### src/rtl/multicycle_control_unit_if.sv
// Handshake and control bundle between the multi-cycle control FSM and the CPU datapath/memory.
// master = control unit; slave = datapath, memory or testbench side.
interface multicycle_control_unit_if #(
  parameter int unsigned OPCODE_W = 4,
  parameter int unsigned ALUOP_W  = 2,
  parameter int unsigned CNT_W    = 16
) ();

  logic [OPCODE_W-1:0] opcode;
  logic                mem_ready;
  logic                zero;

  logic                reg_dst;
  logic                alu_src;
  logic                mem_to_reg;
  logic [ALUOP_W-1:0]  alu_op;
  logic                i_or_d;
  logic                mem_read;
  logic                mem_write;
  logic                ir_write;
  logic                pc_write;
  logic                reg_write;
  logic                branch;
  logic                branch_taken;
  logic                instr_done;
  logic                illegal_op;
  logic [CNT_W-1:0]    instr_count;

  modport master (
    input  opcode, mem_ready, zero,
    output reg_dst, alu_src, mem_to_reg, alu_op, i_or_d, mem_read, mem_write, ir_write,
           pc_write, reg_write, branch, branch_taken, instr_done, illegal_op, instr_count
  );

  modport slave (
    output opcode, mem_ready, zero,
    input  reg_dst, alu_src, mem_to_reg, alu_op, i_or_d, mem_read, mem_write, ir_write,
           pc_write, reg_write, branch, branch_taken, instr_done, illegal_op, instr_count
  );

endinterface

### src/rtl/multicycle_control_unit.sv
// Multi-cycle FETCH/DECODE/EXECUTE/MEMORY/WRITEBACK controller for the 16-bit CPU, with
// per-instruction latched datapath selects and a retired-instruction counter.
module multicycle_control_unit #(
  parameter int unsigned OPCODE_W = 4,
  parameter int unsigned ALUOP_W  = 2,
  parameter int unsigned CNT_W    = 16
) (
  input logic                       i_clk,
  input logic                       i_rst,
  multicycle_control_unit_if.master bus
);

  typedef enum logic [2:0] {
    StFetch,
    StDecode,
    StExecute,
    StMemory,
    StWriteback
  } state_e;

  state_e           r_state;
  logic             r_reg_dst;
  logic             r_alu_src;
  logic             r_mem_to_reg;
  logic [1:0]       r_alu_op;
  logic             r_is_lw;
  logic             r_is_sw;
  logic             r_is_beq;
  logic [CNT_W-1:0] r_count;

  logic       w_upper_zero;
  logic       w_legal;
  logic       w_dst;
  logic       w_src;
  logic       w_m2r;
  logic [1:0] w_aluop;
  logic       w_lw;
  logic       w_sw;
  logic       w_beq;

  logic w_i_or_d;
  logic w_mem_read;
  logic w_mem_write;
  logic w_ir_write;
  logic w_pc_write;
  logic w_reg_write;
  logic w_branch;
  logic w_instr_done;
  logic w_illegal_op;
  logic w_retire;

  // Opcodes live in the low nibble; any set upper bit makes the opcode illegal.
  assign w_upper_zero = ((bus.opcode >> 4) == '0);

  always_comb begin
    w_legal = 1'b0;
    w_dst   = 1'b0;
    w_src   = 1'b0;
    w_m2r   = 1'b0;
    w_aluop = 2'b00;
    w_lw    = 1'b0;
    w_sw    = 1'b0;
    w_beq   = 1'b0;
    if (w_upper_zero) begin
      case (bus.opcode[3:0])
        4'b0000, 4'b0001, 4'b0010: begin
          w_legal = 1'b1;
          w_dst   = 1'b1;
          w_aluop = 2'b10;
        end
        4'b1001, 4'b1010, 4'b1011: begin
          w_legal = 1'b1;
          w_src   = 1'b1;
          w_aluop = 2'b11;
        end
        4'b1100: begin
          w_legal = 1'b1;
          w_src   = 1'b1;
          w_m2r   = 1'b1;
          w_lw    = 1'b1;
        end
        4'b1101: begin
          w_legal = 1'b1;
          w_src   = 1'b1;
          w_sw    = 1'b1;
        end
        4'b1111: begin
          w_legal = 1'b1;
          w_aluop = 2'b01;
          w_beq   = 1'b1;
        end
        default: ;
      endcase
    end
  end

  // Strobes gated by reset so every output reads 0 the instant reset rises.
  always_comb begin
    w_i_or_d     = 1'b0;
    w_mem_read   = 1'b0;
    w_mem_write  = 1'b0;
    w_ir_write   = 1'b0;
    w_pc_write   = 1'b0;
    w_reg_write  = 1'b0;
    w_branch     = 1'b0;
    w_instr_done = 1'b0;
    w_illegal_op = 1'b0;
    if (!i_rst) begin
      unique case (r_state)
        StFetch: begin
          w_mem_read = 1'b1;
          w_ir_write = bus.mem_ready;
          w_pc_write = bus.mem_ready;
        end
        StDecode: begin
          w_illegal_op = ~w_legal;
          w_instr_done = ~w_legal;
        end
        StExecute: begin
          w_branch     = r_is_beq;
          w_instr_done = r_is_beq;
        end
        StMemory: begin
          w_i_or_d     = 1'b1;
          w_mem_read   = r_is_lw;
          w_mem_write  = r_is_sw;
          w_instr_done = r_is_sw & bus.mem_ready;
        end
        StWriteback: begin
          w_reg_write  = 1'b1;
          w_instr_done = 1'b1;
        end
        default: ;
      endcase
    end
  end

  assign w_retire = w_instr_done & ~w_illegal_op;

  always_ff @(posedge i_clk or posedge i_rst) begin
    if (i_rst) begin
      r_state      <= StFetch;
      r_reg_dst    <= 1'b0;
      r_alu_src    <= 1'b0;
      r_mem_to_reg <= 1'b0;
      r_alu_op     <= 2'b00;
      r_is_lw      <= 1'b0;
      r_is_sw      <= 1'b0;
      r_is_beq     <= 1'b0;
      r_count      <= '0;
    end else begin
      unique case (r_state)
        StFetch: begin
          if (bus.mem_ready) r_state <= StDecode;
        end
        StDecode: begin
          if (w_legal) begin
            r_reg_dst    <= w_dst;
            r_alu_src    <= w_src;
            r_mem_to_reg <= w_m2r;
            r_alu_op     <= w_aluop;
            r_is_lw      <= w_lw;
            r_is_sw      <= w_sw;
            r_is_beq     <= w_beq;
            r_state      <= StExecute;
          end else begin
            r_state <= StFetch;
          end
        end
        StExecute: begin
          if (r_is_beq) r_state <= StFetch;
          else if (r_is_lw || r_is_sw) r_state <= StMemory;
          else r_state <= StWriteback;
        end
        StMemory: begin
          if (bus.mem_ready) r_state <= r_is_lw ? StWriteback : StFetch;
        end
        StWriteback: r_state <= StFetch;
        default:     r_state <= StFetch;
      endcase
      if (w_retire) r_count <= r_count + CNT_W'(1);
    end
  end

  assign bus.reg_dst      = r_reg_dst;
  assign bus.alu_src      = r_alu_src;
  assign bus.mem_to_reg   = r_mem_to_reg;
  assign bus.alu_op       = ALUOP_W'(r_alu_op);
  assign bus.i_or_d       = w_i_or_d;
  assign bus.mem_read     = w_mem_read;
  assign bus.mem_write    = w_mem_write;
  assign bus.ir_write     = w_ir_write;
  assign bus.pc_write     = w_pc_write;
  assign bus.reg_write    = w_reg_write;
  assign bus.branch       = w_branch;
  assign bus.branch_taken = w_branch & bus.zero;
  assign bus.instr_done   = w_instr_done;
  assign bus.illegal_op   = w_illegal_op;
  assign bus.instr_count  = r_count;

endmodule

### src/flat_wrapper.sv
// flat-port wrapper written by rule: the top's interface ports become plain ports
module multicycle_control_unit_flat 
#(
  parameter int unsigned OPCODE_W = 4,
  parameter int unsigned ALUOP_W  = 2,
  parameter int unsigned CNT_W    = 16
)
  (i_clk, i_rst, bus_opcode, bus_mem_ready, bus_zero, bus_reg_dst, bus_alu_src, bus_mem_to_reg, bus_alu_op, bus_i_or_d, bus_mem_read, bus_mem_write, bus_ir_write, bus_pc_write, bus_reg_write, bus_branch, bus_branch_taken, bus_instr_done, bus_illegal_op, bus_instr_count);
  multicycle_control_unit_if #(.OPCODE_W(OPCODE_W), .ALUOP_W(ALUOP_W), .CNT_W(CNT_W)) bus_i ();
  input logic i_clk;
  input logic i_rst;
  input wire logic [$bits(bus_i.opcode)-1:0] bus_opcode;
  input wire logic [$bits(bus_i.mem_ready)-1:0] bus_mem_ready;
  input wire logic [$bits(bus_i.zero)-1:0] bus_zero;
  output wire logic [$bits(bus_i.reg_dst)-1:0] bus_reg_dst;
  output wire logic [$bits(bus_i.alu_src)-1:0] bus_alu_src;
  output wire logic [$bits(bus_i.mem_to_reg)-1:0] bus_mem_to_reg;
  output wire logic [$bits(bus_i.alu_op)-1:0] bus_alu_op;
  output wire logic [$bits(bus_i.i_or_d)-1:0] bus_i_or_d;
  output wire logic [$bits(bus_i.mem_read)-1:0] bus_mem_read;
  output wire logic [$bits(bus_i.mem_write)-1:0] bus_mem_write;
  output wire logic [$bits(bus_i.ir_write)-1:0] bus_ir_write;
  output wire logic [$bits(bus_i.pc_write)-1:0] bus_pc_write;
  output wire logic [$bits(bus_i.reg_write)-1:0] bus_reg_write;
  output wire logic [$bits(bus_i.branch)-1:0] bus_branch;
  output wire logic [$bits(bus_i.branch_taken)-1:0] bus_branch_taken;
  output wire logic [$bits(bus_i.instr_done)-1:0] bus_instr_done;
  output wire logic [$bits(bus_i.illegal_op)-1:0] bus_illegal_op;
  output wire logic [$bits(bus_i.instr_count)-1:0] bus_instr_count;
  assign bus_i.opcode = bus_opcode;
  assign bus_i.mem_ready = bus_mem_ready;
  assign bus_i.zero = bus_zero;
  assign bus_reg_dst = bus_i.reg_dst;
  assign bus_alu_src = bus_i.alu_src;
  assign bus_mem_to_reg = bus_i.mem_to_reg;
  assign bus_alu_op = bus_i.alu_op;
  assign bus_i_or_d = bus_i.i_or_d;
  assign bus_mem_read = bus_i.mem_read;
  assign bus_mem_write = bus_i.mem_write;
  assign bus_ir_write = bus_i.ir_write;
  assign bus_pc_write = bus_i.pc_write;
  assign bus_reg_write = bus_i.reg_write;
  assign bus_branch = bus_i.branch;
  assign bus_branch_taken = bus_i.branch_taken;
  assign bus_instr_done = bus_i.instr_done;
  assign bus_illegal_op = bus_i.illegal_op;
  assign bus_instr_count = bus_i.instr_count;
  multicycle_control_unit #(.OPCODE_W(OPCODE_W), .ALUOP_W(ALUOP_W), .CNT_W(CNT_W)) u_core (.i_clk(i_clk), .i_rst(i_rst), .bus(bus_i));
endmodule
### config.mk
export PLATFORM = sky130hd
export DESIGN_NAME = multicycle_control_unit_flat
export DESIGN_NICKNAME = d
export VERILOG_FILES = /design/src/rtl/multicycle_control_unit_if.sv /design/src/rtl/multicycle_control_unit.sv /design/src/flat_wrapper.sv
export SDC_FILE = /design/constraint.sdc
export NUM_CORES = 1
export LEC_CHECK = 0
export BUFFER_PORTS_ARGS = -buffer_cell sky130_fd_sc_hd__buf_4
export CORE_MARGIN = 5
export CORE_UTILIZATION = 50
export CTS_CLUSTER_SIZE = 14
export DETAILED_ROUTE_END_ITERATION = 10
export PLACE_DENSITY = 0.87
export SLEW_MARGIN = 20
export SYNTH_ARGS = -nofsm -noshare
export SYNTH_HDL_FRONTEND = slang
export SYNTH_SLANG_ARGS = --single-unit
### constraint.sdc
create_clock -name i_clk -period 2.35 [get_ports i_clk]
set_clock_uncertainty 0.2 [all_clocks]
set_input_delay 0.235 -clock i_clk [delete_from_list [all_inputs] [get_ports i_clk]]
set_output_delay 0.235 -clock i_clk [all_outputs]
set_load 0.02 [all_outputs]
* After elaboration in Yosys (flattened, before gate mapping)
Cells that the tools add are included.
Cells by class: bitwise logic cells 5, add/sub/neg operators 1, equal/unequal tests 14, mux-type cells 30, reductions and logical operators 9
Operator list (count):
- == test 4 bit, second input constant | 6
- two-way mux 1 bit | 20
- adder 16 x 1 -> 16 bit, second input constant | 1
- two-way mux 3 bit | 5
- case mux 3 bit (4 select lines) | 1
- OR reduction 9 bit | 1
- == test 3 x 2 -> 1 bit, second input constant | 2
- case mux 2 bit (3 select lines) | 1
- OR reduction 3 bit | 2
- OR reduction 5 bit | 1
- == test 4 x 1 -> 1 bit, second input constant | 1
- == test 4 x 2 -> 1 bit, second input constant | 1
- zero test 4 bit | 1
- inequality test 2 bit, second input constant | 2
- case mux 1 bit (4 select lines) | 1
- AND reduction 2 bit | 2
- AND 1 bit | 3
- == test 3 x 1 -> 1 bit, second input constant | 1
- == test 3 bit, second input constant | 1
- zero test 3 bit | 1
- two-way mux 2 bit | 1
- inverter 1 bit | 2
- case mux 1 bit (2 select lines) | 1
- logical OR 1 bit | 1
Word-level totals: input bits 8, logic and storage cells 67, register bits after elaboration 26

* Longest topological paths before layout
Gate-level depths: netlist (run 1).
depth after elaboration 8, gate-level depth with buffers 6, mapped depth without buffers 5

* Worst setup path before layout (run 1)
No wires, ideal clock.
path kind input -> register, start in i_rst, end reg u_core.r_count[12] (netlist: u_core.bus.instr_count[12]), setup time 80 ps, slack 406 ps, arrival time 1665 ps, stages on the path 4, cell sequence inv_1 nand2_1 nor4_4 xor2_1
On the way: cells in the longest elaborated chain, start to end 3
Ends and longest elaborated chain:
- from (decl) | line flat_wrapper.sv:11 | input logic i_rst;
- two-way mux 1 bit | line multicycle_control_unit.sv:108 | if (!i_rst) begin
- inverter 1 bit | line multicycle_control_unit.sv:138 | assign w_retire = w_instr_done & ~w_illegal_op;
- AND 1 bit (*) | line multicycle_control_unit.sv:138
- to (signal assigned) | line multicycle_control_unit.sv:181 | if (w_retire) r_count <= r_count + CNT_W'(1);
- to (decl) | line multicycle_control_unit.sv:29 | logic [CNT_W-1:0] r_count;
Mark *: on every way between the ends. The rest lies on a longest branch, timed or not. A chain may end at the register's enable or synchronous reset.

* Final worst setup path (run 1)
start in bus_opcode[0], end out bus_instr_done
On the way: cells in the longest elaborated chain, start to end 6
Ends and longest elaborated chain:
- from (decl) | line flat_wrapper.sv:12 | input wire logic [$bits(bus_i.opcode)-1:0] bus_opcode;
- == test 4 x 1 -> 1 bit, or another cell as far along | line multicycle_control_unit.sv:65 | case (bus.opcode[3:0])
- OR reduction 9 bit (no source line) (*)
- two-way mux 1 bit (*) | line multicycle_control_unit.sv:65
- inverter 1 bit (*) | line multicycle_control_unit.sv:117 | w_instr_done = ~w_legal;
- case mux 1 bit (4 select lines) (*) | line multicycle_control_unit.sv:109 | unique case (r_state)
- two-way mux 1 bit (*) | line multicycle_control_unit.sv:108
- to (decl) | line flat_wrapper.sv:27 | output wire logic [$bits(bus_i.instr_done)-1:0] bus_instr_done;
Marks and branches as above.

==> qor.txt, run 1 <==
CP endpoint kind -> output port
grt ovf -> 0
core area -> 0.003028 mm²
Switch Pwr -> 0.7610 mW
worst r2r src -> u_core.r_state[0]
initial antenna violation count -> 0
clk sinks -> 26
main flop type after synthesis -> dfrtp_1
Mapped Nets -> 171
clock network power share -> 0.130
worst slew pin tran -> 0.4069 ns
Skew-Pair Late Insertion Delay -> 0.34 ns
die area -> 0.004338 mm²
Initial Utilization -> 0.5153
Leakage -> 0.9657 nW
Worst R2R Path Depth -> 6
status -> complete, no violations
fin crit period -> 2.278 ns
post-route DRC violation count -> 0
Yosys Warn Count -> 0
CTS clock-pin slew for the worst setup and hold paths -> 0.15 ns
Syn-to-layout area delta -> 27.75%
I/O pins -> 39
Required @ worst endpoint -> 1.91 ns
Crit. Startpoint -> bus_opcode[0]
Crit Path Class -> in -> out
Startpoint Class -> input port
CP arrival -> 1.84 ns
switch share -> 0.4237
Die X -> 65.86 µm
VDD IR max -> 0.5515 mV
Async SR Flop Fraction -> 1.000
drt wl/cell -> 14.50 µm
n_diodes -> 0
Worst R2R End -> u_core.bus.instr_count[12]
Slew Limit Fails -> 0
IO buf count -> 38
number of vias per cell -> 5.500
Hold WC Path Type -> in -> reg
Worst slew margin -> 0.7262
gr usage total -> 0.1808
Synth Register Bits -> 26
Routed WL -> 3625 µm
Largest register FFs -> 16
dpl hpwl -> 2567 µm
chip height -> 65.86 µm
cell count after synthesis -> 162
pwr/cell area -> 901.2 mW/mm²
Rows -> 20
Netlist cell types -> 47
CTS Buffer Depth -> 2
antenna-violating nets left -> 0
CTS tree -> yes
Power Internal -> 1.035 mW
Gate power share -> 0.465
Root Buffer Master -> clkbuf_4
ratio of cells with drive above 1 in the final layout -> 0.3398
Fin Hold WS -> 0.03705 ns
Nets -> 216
global-route wire length before repair -> 6230 µm
Final Setup Violations -> 0
Detailed Routing Iterations Pass 1 -> 4
Critical path destination -> bus_instr_done
total number of vias -> 1375
Seq/Total Area, Yosys -> 0.4170
vias in the first global route -> 1308
mapped cell area -> 0.001560 mm²
maxcap violations -> 0
Max Fclk -> 439.1 MHz
final hold vios -> 0
largest net degree at the start of global routing -> 15
RD Place Congestion -> 0.8339
setup total negative slack -> 0 ns
Avg Inst Size Synth -> 9.631 µm²
H-tree depth -> 1
CTS Buf Count -> 3
Tcrit/Tclk final -> 0.9692
Reg power frac -> 0.404
DR iter-0 viols -> 125
crit-path max FO -> 14
Reg2Reg Setup Slack -> 0.39 ns
EDFF count, synth -> 0
[per-stage QoR]
| step | setup WS (ns) | utilization | instances | power [mW] | area, µm² |
|---|---|---|---|---|---|
| floorplan | 0.4056 | - | 162 | 1.268 | 1560 |
| global placement | 0.2917 | 0.6178 | 239 | 1.493 | 1871 |
| detailed placement | 0.2406 | 0.6178 | 239 | 1.513 | 1871 |
| CTS | 0.01657 | 0.6488 | 248 | 1.772 | 1964 |
| global route | -0.003012 | 0.6583 | 250 | 1.908 | 1993 |
| finish | 0.07248 | 0.6583 | 250 | 1.796 | 1993 |
[metal layers]
metal / up-vias / global-route usage / part of all wire
li1: 668 / - / -
met1: 665 / 0.2374 / 0.44
met2: 39 / 0.3066 / 0.51
met3: 3 / 0.04082 / 0.050
met4: 0 / 0.03109 / 0.0047
met5: - / 0 / 0
[worst max-delay path, stage by stage]
cell and delay, ns:
dlygate4sd3_1 0.54, buf_4 0.19, a21oi_2 0.16, nor2_1 0.07
o211a_1 0.23, or2_2 0.27, buf_4 0.16
[cell usage in the layout (no fill, tap or decap), types with 2 or more instances in the layout]
| master | instances |
|---|---|
| nor3_1 | 9 |
| inv_1 | 5 |
| nand2_1 | 18 |
| nor4_1 | 3 |
| a21oi_1 | 4 |
| a31oi_1 | 2 |
| mux2_2 | 2 |
| nor4_4 | 2 |
| xor2_1 | 8 |
| dlygate4sd3_1 | 4 |
| o21ai_0 | 12 |
| nand3_1 | 9 |
| dfrtp_1 | 23 |
| nand4_1 | 3 |
| o22ai_1 | 3 |
| a21oi_2 | 2 |
| clkbuf_4 | 3 |
| and2_1 | 2 |
| buf_4 | 43 |
| nand2b_1 | 2 |
| o21bai_1 | 2 |
| xnor2_1 | 7 |
| nor2_1 | 7 |
| dfrtp_2 | 3 |
[synthesized netlist by cell type (2+ instances only)]
master,count,share of area
dfrtp_1,26,0.42
nand2_1,18,0.043
o21ai_0,12,0.038
nand3_1,9,0.029
nor3_1,9,0.029
nor2_1,8,0.019
xor2_1,8,0.045
xnor2_1,7,0.039
a21oi_1,6,0.019
inv_1,6,0.014
buf_2,3,0.0096
nand4_1,3,0.012
nor4_1,3,0.012
o22ai_1,3,0.012
a31oi_1,2,0.0080
and2_1,2,0.0080
buf_6,2,0.014
clkbuf_1,2,0.0048
mux2_2,2,0.014
nand2b_1,2,0.0080
nor4_4,2,0.027
o21bai_1,2,0.0096
[repair_timing]
item	in CTS	in global routing
resized for setup	4	5
buffers inserted	1	2
endpoints found under the setup margin	1	1
hold buffers	4	0
pin swaps	1	2
hold endpoints to repair	30	0
[worst min path at each step]
stage / from / endpoint / slack, ns / cells past startpoint
5_1_grt: bus_opcode[1] / u_core.r_is_beq / 0.04 / 2
4_1_cts: bus_opcode[1] / u_core.r_is_beq / 0.04 / 2
3_5_place_dp: i_rst / u_core.r_state[2] / -0.005 / 2
3_3_place_gp: i_rst / u_core.bus.instr_count[0] / -0.01 / 2
6_report: bus_opcode[1] / u_core.r_is_beq / 0.04 / 2
2_1_floorplan: i_rst / u_core.bus.alu_op[0] / 0.10 / 1
[cells by family after synthesis]
logic type / after synthesis / synth area share
fa+ha+maj: 1 / 0.008018
simple gates: 68 / 0.2695
buf+inv: 14 / 0.04811
xor+xnor: 15 / 0.08420
mux: 2 / 0.01443
flops: 26 / 0.4170
compound gates: 36 / 0.1588
[power groups by stage]
stage                     logic, mW  clock network, mW  registers, mW
after floorplan               0.528                  0          0.740
after global placement        0.776                  0          0.717
after detailed placement      0.789                  0          0.724
after CTS                     0.818              0.235          0.720
after global routing          0.912              0.250          0.745
final                         0.836              0.234          0.726
[area by class of cell]
class	instances	area, µm²
Fill cell	234	1035
Inverter	6	22.52
Timing Repair Buffer	48	374.1
Clock buffer	4	36.28
Sequential cell	26	654.4
Tap cell	44	55.05
Multi-Input combinational cell	122	850.8
(Power assumes the default switching activity.)
==> inputs of run 2 (changes only) <==
--- a/config.mk
+++ b/config.mk
@@ -7,11 +7,12 @@
 export LEC_CHECK = 0
 export BUFFER_PORTS_ARGS = -buffer_cell sky130_fd_sc_hd__buf_4
 export CORE_MARGIN = 5
-export CORE_UTILIZATION = 50
+export CORE_UTILIZATION = 47
+export CTS_CLUSTER_DIAMETER = 50
 export CTS_CLUSTER_SIZE = 14
 export DETAILED_ROUTE_END_ITERATION = 10
-export PLACE_DENSITY = 0.87
-export SLEW_MARGIN = 20
+export PLACE_DENSITY = 0.86
+export SLEW_MARGIN = 30
 export SYNTH_ARGS = -nofsm -noshare
 export SYNTH_HDL_FRONTEND = slang
 export SYNTH_SLANG_ARGS = --single-unit
==> constraint.sdc (replaced) <==
create_clock -name i_clk -period 2 [get_ports i_clk]
set_clock_uncertainty 0.2 [all_clocks]
set_input_delay 0.2 -clock i_clk [delete_from_list [all_inputs] [get_ports i_clk]]
set_output_delay 0.2 -clock i_clk [all_outputs]
set_load 0.02 [all_outputs]
==> qor.txt, run 2 (same netlist as run 1, synthesis figures left out) <==
Slew Limit Fails -> 0 (unchanged)
H-tree depth -> 1 (unchanged)
RD Place Congestion -> 0.8785 (+5.3%)
most frequent cells in the layout -> 47 x buf_4, 23 x dfrtp_1, 18 x nand2_1
Nets -> 225 (+4.2%)
Worst path slowest cell -> dfrtp_2
Startpoint Class -> flop
VDD IR max -> 0.4254 mV (-23%)
clk sinks -> 26 (unchanged)
ratio of cells with drive above 1 in the final layout -> 0.3581 (+0.01833)
post-route DRC violation count -> 0 (unchanged)
fill count -> 259 (+11%)
commonest non-fill, non-tap cell in the layout -> buf_4
Fin Hold WS -> 0.006905 ns (-0.03015 ns)
Crit Path Class -> reg -> out
global-route wire length before repair -> 6444 µm (+3.4%)
Syn-to-layout area delta -> 35.28%
die area -> 0.004572 mm² (+5.4%)
cell area after layout -> 0.002111 mm² (+5.9%)
gr usage total -> 0.1833 (+0.002509)
placed cells -> 245 (+2.5%)
PnR worst setup slack -> -0.02848 ns (-0.1010 ns)
Required @ worst endpoint -> 1.60 ns (-0.31 ns)
Root Buffer Master -> clkbuf_4
power after layout -> 2.345 mW (+31%)
final hold vios -> 0 (unchanged)
CP max stage delay -> 0.49 ns (-0.05 ns)
total number of vias -> 1445 (+5.1%)
failing checks -> negative setup slack
CTS Buffer Depth -> 2 (unchanged)
RSZ-0062 raised after global routing -> true
DP Area -> 0.001903 mm² (+1.7%)
drt wl/cell -> 15.02 µm (+3.6%)
CTS tree -> yes
IO buf count -> 38 (unchanged)
Leakage -> 1.024 nW (+6.1%)
I/O pins -> 39 (unchanged)
chip height -> 67.62 µm (+2.7%)
Max Fclk -> 493.0 MHz
number of vias per cell -> 5.536 (+0.66%)
maxcap violations -> 0 (unchanged)
grt ovf -> 0 (unchanged)
Worst slew margin -> 0.7485 (+0.02230)
WP buf/inv -> 2 (-1)
DR iter-0 viols -> 73 (-42%)
Detailed Routing Iterations Pass 1 -> 4 (unchanged)
CTS Buf Count -> 3 (unchanged)
dpl hpwl -> 2659 µm (+3.6%)
worst slew pin tran -> 0.3738 ns (-0.03315 ns)
largest net degree at the start of global routing -> 16 (+1)
Routed WL -> 3919 µm (+8.1%)
crit-path max FO -> 5 (-9)
pwr/cell area -> 1111 mW/mm² (+23%)
status -> complete, but fails checks
Largest register FFs -> 16 (unchanged)
Initial Utilization -> 0.4750 (-0.04024)
initial antenna violation count -> 0 (unchanged)
core area -> 0.003284 mm² (+8.5%)
Hold WC Path Type -> in -> reg
antenna-violating nets left -> 0 (unchanged)
delay-heaviest family, CP -> flip-flops
Rows -> 21 (+5.0%)
fin util -> 0.6427 (-0.01560)
n_diodes -> 0 (unchanged)
Tcrit/Tclk final -> 1.014
Die X -> 67.62 µm (+2.7%)
Skew-Pair Late Insertion Delay -> 0.33 ns (about the same)
Final Setup Violations -> 1 (+1)
vias in the first global route -> 1359 (+3.9%)
CP endpoint kind -> output port
cells along the critical path -> buf_6, nor3b_4, o211a_1, or2_4, buf_6
CP most frequent cell -> buf_6
fin crit period -> 2.028 ns
CP arrival -> 1.63 ns (-0.21 ns)
CTS clock-pin slew for the worst setup and hold paths -> 0.15 ns (about the same)
non-filler cells in the finished layout -> 261 (+4.4%)
-- run 2: area by class of cell --
type / instances / area (µm²) / area share
Inverter: 6 / 22.52 / 0.01067
Multi-Input combinational cell: 122 / 865.8 / 0.4102
Timing Repair Buffer: 57 / 457.9 / 0.2170
Sequential cell: 26 / 654.4 / 0.3100
Clock inverter: 1 / 30.03 / 0.01423
Tap cell: 46 / 57.56 / 0.02727
Clock buffer: 3 / 22.52 / 0.01067
-- run 2: worst paths after layout --
kind                            cells after the start  slack (ns)                        from                          to
worst max-delay path                                5       -0.03           u_core.r_state[1]              bus_instr_done
worst min-delay path                                3       0.007               bus_mem_ready           u_core.r_state[1]
worst max register to register                      7        0.10           u_core.r_state[2]   u_core.bus.instr_count[8]
worst min register to register                      1        0.28  u_core.bus.instr_count[15]  u_core.bus.instr_count[15]
max in group asynchronous                           4        0.86                       i_rst           u_core.r_state[0]
min in group asynchronous                           3        0.29                       i_rst          u_core.bus.alu_src
-- run 2: per-layer routing --
metal	wire length (µm)	track usage	vias up
li1	-	-	687
met3	173	0.01664	7
met5	0	0	-
met2	1966	0.2965	49
met1	1718	0.2576	702
met4	61	0.05823	0
-- run 2: power by group --
| group | internal, mW | switching, mW |
|---|---|---|
| clock network | 0.203 | 0.166 |
| logic | 0.554 | 0.589 |
| registers | 0.650 | 0.184 |
-- run 2: repair_timing --
item / in CTS / in global routing
resized for setup: 11 / 4
hold buffers: 6 / 0
hold endpoints to repair: 31 / 0
buffers inserted: 6 / 0
pin swaps: 2 / 6
endpoints found under the setup margin: 2 / 7
-- run 2: worst reg2reg max path, cell delays in order, from the launching register on --
cell      delay (ns)
dfrtp_2         0.46
nand2b_4        0.16
nor3_4          0.22
nor2_4          0.07
buf_4           0.13
buf_6           0.13
nor4_4          0.28
xor2_1          0.18
-- run 2: per-stage QoR --
stage	worst slack (ns)	setup TNS, ns
after floorplan	0.09063	0
after global placement	0.1123	0
after detailed placement	0.1038	0
after CTS	-0.002523	-0.002523
after global routing	-0.07818	-0.07818
final	-0.02848	-0.02848
==> inputs of run 3 (changes only) <==
--- a/config.mk
+++ b/config.mk
@@ -11,6 +11,7 @@
 export CTS_CLUSTER_DIAMETER = 50
 export CTS_CLUSTER_SIZE = 14
 export DETAILED_ROUTE_END_ITERATION = 10
+export GPL_TIMING_DRIVEN = 0
 export PLACE_DENSITY = 0.86
 export SLEW_MARGIN = 30
 export SYNTH_ARGS = -nofsm -noshare
==> qor.txt, run 3 (same netlist as run 1, synthesis figures left out) <==
crit-path max FO -> 6 (+1)
failing checks -> negative setup slack
Hold Path Origin -> bus_opcode[0]
Crit Path Class -> reg -> out
DR iter-0 viols -> 54 (-26%)
largest net degree at the start of global routing -> 27 (+11)
die area -> 0.004572 mm² (unchanged)
Required @ worst endpoint -> 1.60 ns (about the same)
CP endpoint kind -> output port
Syn-to-layout area delta -> 36.25%
chip height -> 67.62 µm (unchanged)
CTS tree -> yes
Fin Hold WS -> 0.03224 ns (+0.02534 ns)
vias in the first global route -> 1385 (+1.9%)
power after layout -> 2.345 mW (about the same)
Max Fclk -> 493.9 MHz (+0.19%)
Routed WL -> 3870 µm (-1.3%)
total number of vias -> 1418 (-1.9%)
Final Setup Violations -> 1 (unchanged)
pwr/cell area -> 1103 mW/mm² (-0.69%)
worst r2r src -> u_core.r_state[2]
gr usage total -> 0.1758 (-0.007513)
number of vias per cell -> 5.433 (-1.9%)
PnR worst setup slack -> -0.02454 ns (+0.003942 ns)
CTS clock-pin slew for the worst setup and hold paths -> 0.15 ns (about the same)
CTS Buf Count -> 3 (unchanged)
drt wl/cell -> 14.83 µm (-1.3%)
clk sinks -> 26 (unchanged)
Largest register FFs -> 16 (unchanged)
post-place setup slack -> -0.04979 ns (-0.1536 ns)
fin util -> 0.6472 (+0.004571)
Slew Limit Fails -> 0 (unchanged)
RD Place Congestion -> 0.8938 (+1.7%)
post-route DRC violation count -> 0 (unchanged)
Worst path slowest cell -> dfrtp_1
grt ovf -> 0 (unchanged)
Gate power share -> 0.508 (+0.021)
Worst R2R Path Depth -> 7 (unchanged)
Reg power frac -> 0.339 (-0.016)
CTS Buffer Depth -> 2 (unchanged)
most frequent cells in the layout -> 42 x buf_4, 26 x dfrtp_1, 18 x nand2_1
CP most frequent cell -> buf_6
Tcrit/Tclk final -> 1.012 (-0.001971)
maxcap violations -> 0 (unchanged)
Hold WC Path Type -> in -> reg
Rows -> 21 (unchanged)
cells along the critical path -> buf_6, buf_12, nor3b_4, o211a_1, or2_4, buf_6
Skew-Pair Late Insertion Delay -> 0.32 ns (about the same)
non-filler cells in the finished layout -> 261 (unchanged)
n_diodes -> 0 (unchanged)
I/O pins -> 39 (unchanged)
Reg2Reg Setup Slack -> 0.05 ns (-0.05 ns)
VDD IR max -> 0.4936 mV (+16%)
CP max stage delay -> 0.40 ns (-0.09 ns)
Initial Utilization -> 0.4750 (unchanged)
Detailed Routing Iterations Pass 1 -> 4 (unchanged)
dpl hpwl -> 2663 µm (+0.15%)
placed cells -> 244 (-0.41%)
switch share -> 0.3995 (-0.0008605)
Root Buffer Master -> clkbuf_4
Hold EP -> u_core.bus.alu_src
global-route wire length before repair -> 6216 µm (-3.5%)
ratio of cells with drive above 1 in the final layout -> 0.3581 (unchanged)
CP arrival -> 1.62 ns (about the same)
Switch Pwr -> 0.9370 mW (-0.20%)
initial antenna violation count -> 0 (unchanged)
fin crit period -> 2.025 ns (-0.003942 ns)
status -> complete, but fails checks
Power Internal -> 1.408 mW (+0.16%)
H-tree depth -> 1 (unchanged)
IO buf count -> 36 (-5.3%)
Leakage -> 1.030 nW (+0.50%)
commonest non-fill, non-tap cell in the layout -> buf_4
Nets -> 225 (unchanged)
RSZ-0062 raised after global routing -> true
Worst slew margin -> 0.7184 (-0.03009)
clock network power share -> 0.153 (-0.004)
Worst R2R End -> u_core.bus.alu_op[0]
Die X -> 67.62 µm (unchanged)
worst hold stages -> 3 (unchanged)
worst slew pin tran -> 0.4223 ns (+0.04858 ns)
final hold vios -> 0 (unchanged)
antenna-violating nets left -> 0 (unchanged)
core area -> 0.003284 mm² (unchanged)
Startpoint Class -> flop
-- run 3: what timing repair did --
item | in CTS | in global routing
endpoints found under the setup margin | 3 | 8
hold endpoints to repair | 29 | 0
resized for setup | 8 | 4
hold buffers | 5 | 0
pin swaps | 6 | 0
buffers inserted | 8 | 0
-- run 3: area by class of cell --
class                           count  area, µm²
Buffer                              8      52.55
Clock buffer                        3      22.52
Clock inverter                      1      30.03
Fill cell                         267       1159
Inverter                            6      22.52
Multi-Input combinational cell    122      879.6
Sequential cell                    26      650.6
Tap cell                           46      57.56
Timing Repair Buffer               49      410.4
-- run 3: power groups by stage --
| stage | Sequential [mW] | Combinational, mW | Clock [mW] |
|---|---|---|---|
| floorplan | 0.869 | 0.620 | 0 |
| global placement | 0.797 | 0.989 | 0 |
| detailed placement | 0.801 | 1.02 | 0 |
| CTS | 0.789 | 1.18 | 0.369 |
| global route | 0.814 | 1.29 | 0.386 |
| finish | 0.795 | 1.19 | 0.359 |
-- run 3: critical path, delay by kind of cell (launching register included) --
family	cells	cell delay [ns]
flops	1	0.40
buf+inv	3	0.36
simple gates	2	0.33
compound gates	1	0.20
-- run 3: worst max-delay path by stage --
stage	depth (start not counted)	endpoint	start	slack, ns
floorplan	4	u_core.bus.instr_count[12]	i_rst	0.09
global placement	5	u_core.bus.instr_count[8]	i_rst	-0.38
detailed placement	7	bus_instr_done	u_core.r_state[1]	-0.05
CTS	7	bus_instr_done	u_core.r_state[2]	-0.02
global route	6	bus_instr_done	u_core.r_state[2]	-0.11
finish	6	bus_instr_done	u_core.r_state[2]	-0.02
-- run 3: through the flow --
stage	setup TNS (ns)	instance area, µm²
2_1_floorplan	0	1560
3_3_place_gp	-3.818	1888
3_5_place_dp	-0.06240	1888
4_1_cts	-0.02494	2107
5_1_grt	-0.2878	2126
6_report	-0.02454	2126
-- run 3: per-layer routing --
layer | vias up | track usage | wire length [µm]
li1 | 690 | - | -
met1 | 684 | 0.2228 | 1655
met2 | 40 | 0.3171 | 1986
met3 | 4 | 0.01997 | 189
met4 | 0 | 0.04051 | 38
met5 | - | 0 | 0
